--- config.mk ---
export PLATFORM = sky130hd
export DESIGN_NAME = data_ram_arbiter
export DESIGN_NICKNAME = d
export VERILOG_FILES = /design/src/rtl/data_ram_arbiter.sv
export SDC_FILE = /design/constraint.sdc
export NUM_CORES = 1
export LEC_CHECK = 0
export CORE_MARGIN = 2
export CORE_UTILIZATION = 41
export DETAILED_ROUTE_END_ITERATION = 7
export PLACE_DENSITY = 0.85
export SLEW_MARGIN = 20
export SYNTH_ARGS = -nofsm -noshare
export SYNTH_HDL_FRONTEND = slang
export SYNTH_SLANG_ARGS = --single-unit
--- constraint.sdc ---
create_clock -name CLK -period 1.8 [get_ports CLK]
set_input_delay 0.45 -clock CLK [delete_from_list [all_inputs] [get_ports CLK]]
set_output_delay 0.45 -clock CLK [all_outputs]
set_load 0.01 [all_outputs]
--- src/rtl/data_ram_arbiter.sv ---
// -----------------------------------------------------------------------------
// data_ram_arbiter
//
// Shares one single-port data memory between two requesters: port 0 (core
// load/store path) and port 1 (DMA / memory-init loader). Each port raises
// Req with We/Addr/WData and holds it until it sees a one-cycle Ack. One
// transaction is granted at a time and runs IDLE -> ACCESS -> DONE, so the
// memory sees at most one access every three cycles.
//
// Ports
//   CLK, RST_N            clock, asynchronous active-low reset
//   Req0/We0/Addr0/WData0 port 0 request, direction, address, write data
//   Ack0, RData0          port 0 completion pulse, last read data (held)
//   Req1/We1/Addr1/WData1 port 1 request, direction, address, write data
//   Ack1, RData1          port 1 completion pulse, last read data (held)
//   MemRead, MemWrite     memory enables, only high during ACCESS
//   Address, DataSrc      memory address / write data (hold outside ACCESS)
//   DataMemOut            combinational memory read data
//
// Parameters
//   ADDR_W, DATA_W        address and data widths
//   FIXED_PRIO            0: round-robin on ties, 1: port 0 wins ties
// -----------------------------------------------------------------------------
module data_ram_arbiter #(
    parameter int ADDR_W     = 8,
    parameter int DATA_W     = 8,
    parameter int FIXED_PRIO = 0
) (
    input  logic              CLK,
    input  logic              RST_N,

    input  logic              Req0,
    input  logic              We0,
    input  logic [ADDR_W-1:0] Addr0,
    input  logic [DATA_W-1:0] WData0,
    output logic              Ack0,
    output logic [DATA_W-1:0] RData0,

    input  logic              Req1,
    input  logic              We1,
    input  logic [ADDR_W-1:0] Addr1,
    input  logic [DATA_W-1:0] WData1,
    output logic              Ack1,
    output logic [DATA_W-1:0] RData1,

    output logic              MemRead,
    output logic              MemWrite,
    output logic [ADDR_W-1:0] Address,
    output logic [DATA_W-1:0] DataSrc,
    input  logic [DATA_W-1:0] DataMemOut
);

    typedef enum logic [1:0] {
        IDLE   = 2'd0,
        ACCESS = 2'd1,
        DONE   = 2'd2
    } state_t;

    state_t            state_q, state_d;
    logic              last_grant_q, last_grant_d;
    logic              grant_q, grant_d;
    logic              mem_read_q, mem_read_d;
    logic              mem_write_q, mem_write_d;
    logic              ack0_q, ack0_d;
    logic              ack1_q, ack1_d;
    logic [ADDR_W-1:0] address_q, address_d;
    logic [DATA_W-1:0] data_src_q, data_src_d;
    logic [DATA_W-1:0] rdata0_q, rdata0_d;
    logic [DATA_W-1:0] rdata1_q, rdata1_d;
    logic              winner;

    // Port chosen when at least one request is present. On a tie the
    // round-robin mode hands the grant to the port that did not win last.
    function automatic logic pick_winner(input logic req0, input logic req1,
                                         input logic last);
        if (req0 && req1) begin
            return (FIXED_PRIO != 0) ? 1'b0 : ~last;
        end
        return req1;
    endfunction

    assign winner = pick_winner(Req0, Req1, last_grant_q);

    always_comb begin
        state_d      = state_q;
        last_grant_d = last_grant_q;
        grant_d      = grant_q;
        address_d    = address_q;
        data_src_d   = data_src_q;
        rdata0_d     = rdata0_q;
        rdata1_d     = rdata1_q;
        mem_read_d   = 1'b0;
        mem_write_d  = 1'b0;
        ack0_d       = 1'b0;
        ack1_d       = 1'b0;

        case (state_q)
            IDLE: begin
                if (Req0 || Req1) begin
                    state_d      = ACCESS;
                    grant_d      = winner;
                    last_grant_d = winner;
                    // The registered enables/address/data double as the
                    // latched copy of the granted transaction.
                    if (winner) begin
                        mem_write_d = We1;
                        mem_read_d  = ~We1;
                        address_d   = Addr1;
                        data_src_d  = WData1;
                    end else begin
                        mem_write_d = We0;
                        mem_read_d  = ~We0;
                        address_d   = Addr0;
                        data_src_d  = WData0;
                    end
                end
            end

            ACCESS: begin
                state_d = DONE;
                if (grant_q) begin
                    ack1_d = 1'b1;
                end else begin
                    ack0_d = 1'b1;
                end
                if (mem_read_q) begin
                    if (grant_q) begin
                        rdata1_d = DataMemOut;
                    end else begin
                        rdata0_d = DataMemOut;
                    end
                end
            end

            // Requests are not looked at here; a Req still high is picked
            // up again from IDLE on the following cycle.
            DONE: begin
                state_d = IDLE;
            end

            default: begin
                state_d = IDLE;
            end
        endcase
    end

    // Asynchronous reset drops MemWrite immediately, so an access cut off
    // by reset never commits at the next edge.
    always_ff @(posedge CLK or negedge RST_N) begin
        if (!RST_N) begin
            state_q      <= IDLE;
            last_grant_q <= 1'b1;
            grant_q      <= 1'b0;
            mem_read_q   <= 1'b0;
            mem_write_q  <= 1'b0;
            ack0_q       <= 1'b0;
            ack1_q       <= 1'b0;
            address_q    <= '0;
            data_src_q   <= '0;
            rdata0_q     <= '0;
            rdata1_q     <= '0;
        end else begin
            state_q      <= state_d;
            last_grant_q <= last_grant_d;
            grant_q      <= grant_d;
            mem_read_q   <= mem_read_d;
            mem_write_q  <= mem_write_d;
            ack0_q       <= ack0_d;
            ack1_q       <= ack1_d;
            address_q    <= address_d;
            data_src_q   <= data_src_d;
            rdata0_q     <= rdata0_d;
            rdata1_q     <= rdata1_d;
        end
    end

    assign MemRead  = mem_read_q;
    assign MemWrite = mem_write_q;
    assign Address  = address_q;
    assign DataSrc  = data_src_q;
    assign Ack0     = ack0_q;
    assign Ack1     = ack1_q;
    assign RData0   = rdata0_q;
    assign RData1   = rdata1_q;

endmodule

==> impl_metrics.csv <==
group,metric,value,unit
timing,timing.fmax,0.583,GHz
cts,clk_latency,290,ps
cts,clkSlewWorstSetupHoldPaths,80,ps
setup_path,worstPathRequired,1350,ps
synth,syn_avg_cell_area,12.2,µm²
placement,port-buffer-count,81,
synth,ys_ff_latch,40,
setup_path,endpoint_kind,"output port",
cells_and_area,area_delta_synth_final,55.8,%
setup_path,critPathSlowestCell,"clkdlybuf4s50_1",
synth,synthesis.nets,192,
cts,cts_buffer_depth,2,
synth,synth_area_leaders,"dfrtp_1 (55%), mux2_4 (6.7%), nand2_1 (6.7%)",
cells_and_area,nNetsFinal,281,
setup_path,crit_fanout,3,
worst_hold_path,hold_class,"in -> async",
pwr,power.leakage,1.18,nW
synth,seq_area_frac_synth,56.2,%
cells_and_area,utilization,67.9,%
detailed_routing,finalWirelength,4070,µm
detailed_routing,drc,0,
global_route,grt_pass1_vias,1374,
timing,rsz0062_at_grt,"false",
pwr,irDropWorstVdd,0.829,mV
synth,synthDistinctLibCells,26,
run_status,status,"finished, final reports clean",
floorplanning,start_util,43.6,%
synth,yosysTopAreaCell,"dfrtp_1",
cts,cts_setup_buffers,0,
global_route,grt_pass1_wl,6720,µm
timing,slew_viol_final,0,
cts,cts.sinks,40,
floorplanning,die-area,4890,µm²
global_route,grt_start_max_net_pins,19,
timing,setup_viol,0,
cts,cts_tree,"yes",
setup_path,path_cells,"clkdlybuf4s50_1",
detailed_routing,ant_nets,0,
synth,yosysTopAreaCellShare,54.8,%
timing,fin_skew,5.54,ps
cts,hold_buffers,0,
synth,synth.yosys.warnings,0,
setup_path,cp-startpoint,"MemRead",
detailed_routing,vias,1428,
detailed_routing,drt_iter0_markers,44,
floorplanning,io_pins,82,
placement,dpl.hpwl,3080,µm
timing,slew_headroom,71.5,%
timing,setup_ws,83.6,ps
floorplanning,rows,23,
pwr,power_density,1610,nW/µm²
global_route,grt-ovfl-total,0,
cts,cts-root-buf,"clkbuf_8",
cells_and_area,antenna_cells,0,
detailed_routing,drt-vias-per-instance,4.99,
placement,place_ws,-32.8,ps
cells_and_area,drive_gt1_share,15.3,%
cts,htree_levels,2,
timing,tightestPinTransition,427,ps
global_route,grt.total_usage,17.4,%
setup_path,slowest_delay,560,ps
detailed_routing,firstDrtPassIters,4,
floorplanning,fp.dieH,69.9,µm
setup_path,cp.arrival,1270,ps
timing,layout_worst_path_cycle_share,95.4,%
floorplanning,die_w,69.9,µm
timing,period_minus_slack,1720,ps
cts,ctsResizeCount,0,
setup_path,crit_type,"reg -> out",
flow_run,max_cap_viol_count,0,
synth,syn-cell-area,1780,µm²
setup_path,reg2reg_from,"last_grant_q",
synth,syn_inst,146,
setup_path,critPathTopFamily,"buffers and inverters",
setup_path,path_buf_inv,1,
cts,cts_buffers,5,
detailed_routing,routedWlPerCell,14.2,µm
floorplanning,core_area,4090,µm²
global_route,antenna_found_initial,0,
timing,hold_viol,0,
setup_path,cp-start-kind,"flip-flop",
placement,gp_congestion,0.749,
## cell usage after synthesis
cell      count
nand2_8       1
inv_6         1
and2_1        2
nor2b_4       1
mux2_1        8
mux2_4        8
a22o_1        1
a21oi_1      17
nor2_1        1
buf_12        1
buf_2         1
nor2_2        1
buf_6         4
a21bo_1       1
nand3_4       1
and2_4        1
a21boi_4      1
mux2i_1       1
buf_8         1
dfrtp_1      39
or2_1         1
a31oi_1      17
nand2_1      32
buf_4         2
nor3b_2       1
dfstp_2       1
## layout make-up
type	instances	area [µm²]
multi-input combinational	96	671
sequential	40	1000
inverter	1	8.76
clock buffer	7	96.3
clock inverter	1	30.0
fill	318	1310
tap	50	62.6
timing repair buffer	91	906
## path summary, 6_finish.rpt
path	cells past startpoint	endpoint	slack [ps]
setup / recovery	1	MemRead	80
hold / removal	1	grant_q	30
setup reg to reg	4	Address[0]	320
hold reg to reg	1	RData1[7]	490
max in group asynchronous	2	last_grant_q	1230
min in group CLK	1	RData1[7]	490
## report_power, final
group / total, mW / switching [mW] / internal, mW
sequential: 1.62 / 0.270 / 1.35
combinational: 2.07 / 0.851 / 1.22
clock: 0.788 / 0.299 / 0.489
## cell families after synthesis
family	share of synthesized area, %
buffers and inverters	6.11
AOI/OAI and AO/OA	12.9
and+or+nand+nor	12.4
muxes	12.4
DFF	56.3
## through the flow
step | hold slack [ps] | TNS (ps) | power, mW | instances | area [µm²]
finish | 32.7 | 0 | 4.47 | 286 | 2780
global route | 40.4 | 0 | 4.75 | 286 | 2780
CTS | 34.0 | 0 | 4.52 | 286 | 2780
detailed placement | 353 | -86.9 | 3.72 | 278 | 2650
global placement | 346 | 0 | 3.68 | 278 | 2650
floorplan | 154 | 0 | 2.68 | 146 | 1780
## cell usage in the layout, fill, tap and decap left out, types with 2 or more instances in the layout
cell type and n:
and2_1 2, buf_4 8, mux2_4 8, clkbuf_8 7
a31oi_1 17, dfrtp_1 39, clkdlybuf4s50_1 80, a21oi_1 17
mux2_1 8, nand2_1 32, buf_12 2
## flip-flops by register name (all words and copies together), names as in the netlist
name / count
Address: 8
DataSrc: 8
RData0: 8
RData1: 8
state_q: 2
Ack0: 1
Ack1: 1
MemRead: 1
MemWrite: 1
grant_q: 1
last_grant_q: 1
## layer usage
layer	global-route usage (%)	wire length [µm]	vias up
met5	0	0	-
met3	5.92	310	7
met1	22.9	1820	672
met4	5.77	57	0
li1	-	-	686
met2	27.0	1880	63
Power figures use the tool's default switching activity.
